===== src/rtl/sprite_draw_scheduler.sv =====
// Shared 4x4 box plotter: on each frame tick, erases and redraws every requesting sprite in turn
// through a single VGA adapter pixel port.
module sprite_draw_scheduler #(
  parameter int         NUM_SPRITES = 2,
  parameter logic [2:0] BG_COLOUR   = 3'b000
) (
  input  logic                     clk,
  input  logic                     resetn,
  input  logic                     tick,
  input  logic [NUM_SPRITES-1:0]   req,
  input  logic [7*NUM_SPRITES-1:0] x_in,
  input  logic [7*NUM_SPRITES-1:0] y_in,
  input  logic [3*NUM_SPRITES-1:0] c_in,
  output logic [6:0]               vga_x,
  output logic [6:0]               vga_y,
  output logic [2:0]               vga_colour,
  output logic                     plot,
  output logic [NUM_SPRITES-1:0]   ack,
  output logic                     busy,
  output logic                     tick_missed
);

  localparam int CW = (NUM_SPRITES > 1) ? $clog2(NUM_SPRITES) : 1;

  typedef enum logic [2:0] {IDLE, SELECT, ERASE, LATCH, DRAW, DONE} state_t;

  state_t                 state;
  logic [NUM_SPRITES-1:0] pending;
  logic [NUM_SPRITES-1:0] drawn;
  logic [3:0]             offset;
  logic [CW-1:0]          cur;
  logic [CW-1:0]          lowest;
  logic [6:0]             old_x [NUM_SPRITES];
  logic [6:0]             old_y [NUM_SPRITES];
  logic [2:0]             col   [NUM_SPRITES];
  logic [6:0]             hold_x;
  logic [6:0]             hold_y;
  logic [2:0]             hold_c;
  logic [NUM_SPRITES-1:0] cur_mask;
  logic [NUM_SPRITES-1:0] rest;
  logic [6:0]             pix_x;
  logic [6:0]             pix_y;
  logic [2:0]             pix_c;

  always_comb begin
    lowest = '0;
    for (int i = NUM_SPRITES - 1; i >= 0; i--) begin
      if (pending[i]) lowest = CW'(i);
    end
  end

  assign cur_mask = NUM_SPRITES'(1) << cur;
  assign rest     = pending & ~cur_mask;

  // Coordinate add wraps mod 128; ERASE and DRAW share the same base registers.
  assign pix_x = old_x[cur] + {5'b0, offset[1:0]};
  assign pix_y = old_y[cur] + {5'b0, offset[3:2]};
  assign pix_c = (state == ERASE) ? BG_COLOUR : col[cur];

  assign plot       = (state == ERASE) || (state == DRAW);
  assign vga_x      = plot ? pix_x : hold_x;
  assign vga_y      = plot ? pix_y : hold_y;
  assign vga_colour = plot ? pix_c : hold_c;
  assign ack        = (state == DONE) ? cur_mask : '0;
  assign busy       = (state != IDLE);

  always_ff @(posedge clk or negedge resetn) begin
    if (!resetn) begin
      state       <= IDLE;
      pending     <= '0;
      drawn       <= '0;
      offset      <= '0;
      cur         <= '0;
      hold_x      <= '0;
      hold_y      <= '0;
      hold_c      <= '0;
      tick_missed <= 1'b0;
      for (int i = 0; i < NUM_SPRITES; i++) begin
        old_x[i] <= '0;
        old_y[i] <= '0;
        col[i]   <= '0;
      end
    end else begin
      tick_missed <= tick && (state != IDLE);
      if (plot) begin
        hold_x <= pix_x;
        hold_y <= pix_y;
        hold_c <= pix_c;
      end
      case (state)
        IDLE: begin
          if (tick) begin
            pending <= req;
            if (req != '0) state <= SELECT;
          end
        end
        SELECT: begin
          cur    <= lowest;
          offset <= '0;
          state  <= drawn[lowest] ? ERASE : LATCH;
        end
        ERASE: begin
          offset <= offset + 4'd1;
          if (offset == 4'd15) state <= LATCH;
        end
        LATCH: begin
          old_x[cur] <= x_in[32'(cur)*7 +: 7];
          old_y[cur] <= y_in[32'(cur)*7 +: 7];
          col[cur]   <= c_in[32'(cur)*3 +: 3];
          state      <= DRAW;
        end
        DRAW: begin
          offset <= offset + 4'd1;
          if (offset == 4'd15) state <= DONE;
        end
        DONE: begin
          pending <= rest;
          drawn   <= drawn | cur_mask;
          state   <= (rest != '0) ? SELECT : IDLE;
        end
        default: state <= IDLE;
      endcase
    end
  end

endmodule


===== config.mk =====
export PLATFORM = sky130hd
export DESIGN_NAME = sprite_draw_scheduler
export DESIGN_NICKNAME = d
export VERILOG_FILES = /design/src/rtl/sprite_draw_scheduler.sv
export SDC_FILE = /design/constraint.sdc
export NUM_CORES = 1
export LEC_CHECK = 0
export CAP_MARGIN = 20
export CORE_AREA = 2 2 82 84
export DETAILED_ROUTE_END_ITERATION = 10
export DIE_AREA = 0 0 84 86
export GPL_TIMING_DRIVEN = 0
export PLACE_DENSITY = 0.84
export SLEW_MARGIN = 20
export SYNTH_ARGS = -nofsm -noshare
export SYNTH_HDL_FRONTEND = slang
export SYNTH_SLANG_ARGS = --single-unit

===== constraint.sdc =====
create_clock -name clk -period 8.7 [get_ports clk]
set_input_delay 2.61 -clock clk [delete_from_list [all_inputs] [get_ports clk]]
set_output_delay 2.61 -clock clk [all_outputs]
set_load 0.005 [all_outputs]

==> reports/results.md <==
| Quantity | Reported |
|:---|:---|
| Run status | complete, no violations |
| DRC violation count after routing | 0 |
| Final number of hold-violating endpoints | 0 |
| Antenna violation net count after detailed routing | 0 |
| Dominant combinational cell family by area after synthesis | multiplexers |
| Critical Path End Type | output port |
| Total Negative Setup Slacks | 0 ns |
| Setup repair after global routing missed its margin | false |
| Portion of synthesized cell area occupied by the leading cell type | 0.486 |
| Required time of the worst setup path | 6.09 ns |
| Layout area overhead | 28.2% |
| Mux cell area share after synthesis | 0.200 |
| Synth Register Bits | 64 |
| Clock tree sinks | 64 |
| Number of antenna violations at the first check in global routing | 0 |
| Min Tclk post-route | 5.99 ns |
| Synth Flop Type | sky130_fd_sc_hd__dfrtp_1 |
| Cell type with the highest aggregate area in the netlist | sky130_fd_sc_hd__dfrtp_1 |
| Arithmetic-cell share of the synthesized area counting full adders, half adders and majority gates | 0.0312 |
| FFs w/ async S/R, synth | 1.00 |
| Routed wire length | 6930 µm |
| Switching power share of the total | 0.352 |
| Starting density of the core | 0.525 |
| Number of antenna repair diodes | 0 |
| Buffers inserted by post-CTS timing repair | 0 |
| Cts repair resizes | 0 |
| Worst min-delay path category | reg2reg |
| CTS root buf | sky130_fd_sc_hd__clkbuf_8 |
| Highest attainable clock frequency | 167 MHz |
| Cell repeated most along the worst path | sky130_fd_sc_hd__buf_6 |
| Nets@finish | 386 |
| Mean number of vias per cell | 5.49 |
| Clock latency reported for the late side of the worst-skew pair | 0.33 ns |
| Areal power density over the cells | 377 nW/µm² |
| Synthesis Warnings | 0 |
| CP Max Fanout | 10 |
| Number of synthesized flops with an enable pin | 0 |
| Slew Viols, Final | 0 |
| Combinational fraction of design power | 0.500 |
| Die Outline Area | 7220 µm² |
| Synthesized area per cell | 12.3 µm² |
| CTS clock-pin slew for the worst setup and hold paths | 0.06 ns |
| Post-synthesis sequential area ratio | 0.486 |
| Syn_nets | 314 |
| First-pass GRT wire length | 11,900 µm |
| Cell internal pwr | 1.03 mW |
| Critical-path top delay cell | sky130_fd_sc_hd__clkdlybuf4s50_1 |
| Max-cap violations | 0 |
| Number of distinct standard cells referenced by the synthesized netlist | 49 |
| DPL Wire Length | 5080 µm |
| Main area contributors after synthesis | sky130_fd_sc_hd__dfrtp_1 (49%), sky130_fd_sc_hd__mux2_2 (11%), sky130_fd_sc_hd__mux2i_1 (4.9%) |
| Final weighted congestion in routability-driven placement | 0.871 |
| Clock buffer depth | 2 |
| Worst Max-Slew Pin Slew | 0.383 ns |
| Maximum number of pins on one net before global-route repair | 46 |
| Initial detailed-routing violation count | 231 |
| I/O Buffers | 60 |
| Switching component of the power | 560 µW |
| I/O Pins | 61 |
| Parity-gate share of the synthesized area counting xor and xnor cells | 0.0319 |
| Number of optimization iterations in the first detailed-route pass | 4 |
| Hold_buf cts | 0 |
| Per-cell routed wire length | 16.4 µm |
| Overall track demand over capacity in global routing | 0.213 |
| Share of the clock period used by the worst path after layout | 0.688 |
| Die H | 86 µm |
| Remaining global-route overflow | 0 |
| Area fraction in and, or, nand and nor cells after synthesis | 0.104 |
| Width of the chip | 84 µm |
| Flop pwr share | 0.340 |
| Type of origin of the critical path | flop |
| Largest delay share family, worst path | buffers and inverters |
| Fraction of final layout cells sized beyond drive strength 1 | 0.246 |
| Leak | 1.83 nW |
| Routed via count | 2,315 |
| Post-route total power | 1.59 mW |
| Setup violators final | 0 |
| Cell breakdown of the critical path | buf_6 -> buf_8 -> buf_6 -> mux2_2 -> ha_1 -> fa_1 -> nand4b_1 -> a22oi_1 -> xor2_1 -> o21ai_0 -> clkdlybuf4s50_1 |
| Maximum vdd drop | 0.248 mV |
| Depth of the CTS H-tree | 3 |
| Buf/Inv on CP | 4 |
| Standard-cell rows | 29 |
| Number of CTS-inserted buffers | 9 |
| Core Area | 6280 µm² |
| Compound-Gate Fraction of Synth Area | 0.0995 |
| Worst rel slew slack | 0.744 |
| CTS tree | built |
| Cell area after technology mapping | 3290 µm² |
| Type of the worst setup path | reg2out |
| Number of instances in the synthesized netlist | 268 |
| Relative contribution of the clock network to total power | 0.160 |
| Vias in the first global route | 2,472 |
| Skew final | 0.00777 ns |
| Critical path data arrival time | 3.38 ns |
| Critical path's largest stage delay | 0.55 ns |
cells in the mapped netlist, types with 2 or more instances:
| cell type | instances |
|---|---|
| sky130_fd_sc_hd__a31oi_1 | 2 |
| sky130_fd_sc_hd__o221ai_1 | 2 |
| sky130_fd_sc_hd__or2_2 | 3 |
| sky130_fd_sc_hd__nand2b_1 | 3 |
| sky130_fd_sc_hd__a21oi_1 | 9 |
| sky130_fd_sc_hd__fa_1 | 2 |
| sky130_fd_sc_hd__o21ai_0 | 18 |
| sky130_fd_sc_hd__nand4_1 | 2 |
| sky130_fd_sc_hd__buf_4 | 2 |
| sky130_fd_sc_hd__a211oi_2 | 2 |
| sky130_fd_sc_hd__nand3b_1 | 5 |
| sky130_fd_sc_hd__nand2_1 | 19 |
| sky130_fd_sc_hd__buf_2 | 5 |
| sky130_fd_sc_hd__inv_1 | 6 |
| sky130_fd_sc_hd__nand3_1 | 6 |
| sky130_fd_sc_hd__ha_1 | 5 |
| sky130_fd_sc_hd__xor2_1 | 10 |
| sky130_fd_sc_hd__dfrtp_1 | 64 |
| sky130_fd_sc_hd__nor2_1 | 6 |
| sky130_fd_sc_hd__o22ai_1 | 3 |
| sky130_fd_sc_hd__nor2b_1 | 2 |
| sky130_fd_sc_hd__a22o_1 | 2 |
| sky130_fd_sc_hd__o21ai_1 | 2 |
| sky130_fd_sc_hd__buf_6 | 6 |
| sky130_fd_sc_hd__a32o_1 | 2 |
| sky130_fd_sc_hd__mux2_4 | 10 |
| sky130_fd_sc_hd__o22a_1 | 2 |
| sky130_fd_sc_hd__mux2i_1 | 16 |
| sky130_fd_sc_hd__xnor2_1 | 2 |
| sky130_fd_sc_hd__mux2_2 | 31 |
final timing paths:
| check | endpoint | depth (start not counted) | startpoint | slack [ns] |
|---|---|---|---|---|
| hold reg to reg | drawn[1] | 1 | drawn[1] | 0.48 |
| setup reg to reg | hold_y[6] | 10 | cur | 6.09 |
| min in group asynchronous | offset[0] | 1 | resetn | 2.16 |
| setup / recovery | vga_y[6] | 11 | cur | 2.71 |
| max in group asynchronous | hold_c[1] | 2 | resetn | 6.05 |
| hold / removal | drawn[1] | 1 | drawn[1] | 0.48 |
metrics by stage:
| stage | utilization | instance area [µm²] | cells | setup WS (ns) | hold WS (ns) |
|---|---|---|---|---|---|
| floorplan | - | 3290 | 268 | 3.82 | 0.434 |
| global placement | 0.636 | 3990 | 405 | 3.00 | 0.456 |
| detailed placement | 0.640 | 4020 | 406 | 3.04 | 0.464 |
| CTS | 0.673 | 4220 | 422 | 2.68 | 0.480 |
| global route | 0.673 | 4220 | 422 | 2.57 | 0.488 |
| finish | 0.673 | 4220 | 422 | 2.71 | 0.479 |
flip-flops by register name (all words and copies together), names as in the netlist:
name,count
tick_missed,1
old_x,14
col,6
drawn,2
offset,4
cur,1
hold_x,7
state,3
hold_c,3
old_y,14
hold_y,7
pending,2
layout by cell type (no fill, tap or decap), types with 9 or more instances in the layout:
| master | instances |
|---|---|
| sky130_fd_sc_hd__nand2_1 | 19 |
| sky130_fd_sc_hd__xor2_1 | 10 |
| sky130_fd_sc_hd__dfrtp_1 | 64 |
| sky130_fd_sc_hd__mux2_4 | 10 |
| sky130_fd_sc_hd__o21ai_0 | 18 |
| sky130_fd_sc_hd__a21oi_1 | 9 |
| sky130_fd_sc_hd__mux2i_1 | 16 |
| sky130_fd_sc_hd__mux2_2 | 31 |
| sky130_fd_sc_hd__clkdlybuf4s50_1 | 59 |
| sky130_fd_sc_hd__clkbuf_8 | 11 |
layer usage:
layer	routed length (µm)	global-route usage	share of wire	vias up
li1	-	-	-	1105
met1	3000	0.262	0.43	1134
met2	3570	0.369	0.51	69
met3	308	0.0529	0.044	7
met4	59	0.0704	0.0085	0
met5	0	0	0	-
cell families (layout without fill, tap and decap cells):
kind of cell,after synthesis,in the layout
AOI/OAI and AO/OA,50,50
xor gates and xnor gates,12,12
adders and majority gates,7,7
buffers and inverters,22,99
DFF,64,64
muxes,57,57
and+or+nand+nor,56,56
cell type report:
cell class	count	area [µm²]
inverter	7	28.8
timing repair buffer	61	626
clock inverter	5	55.1
fill	464	2060
multi-input combinational	182	1540
sequential	64	1600
tap	77	96.3
clock buffer	11	151
buffer	15	126
power groups by stage:
stage,Sequential (mW),Combinational (mW),Clock (mW)
final,0.540,0.796,0.255
after floorplan,0.512,0.514,0
after CTS,0.538,0.806,0.261
after global routing,0.557,0.883,0.275
after global placement,0.534,0.769,0
after detailed placement,0.542,0.800,0
Power figures use the tool's default switching activity.
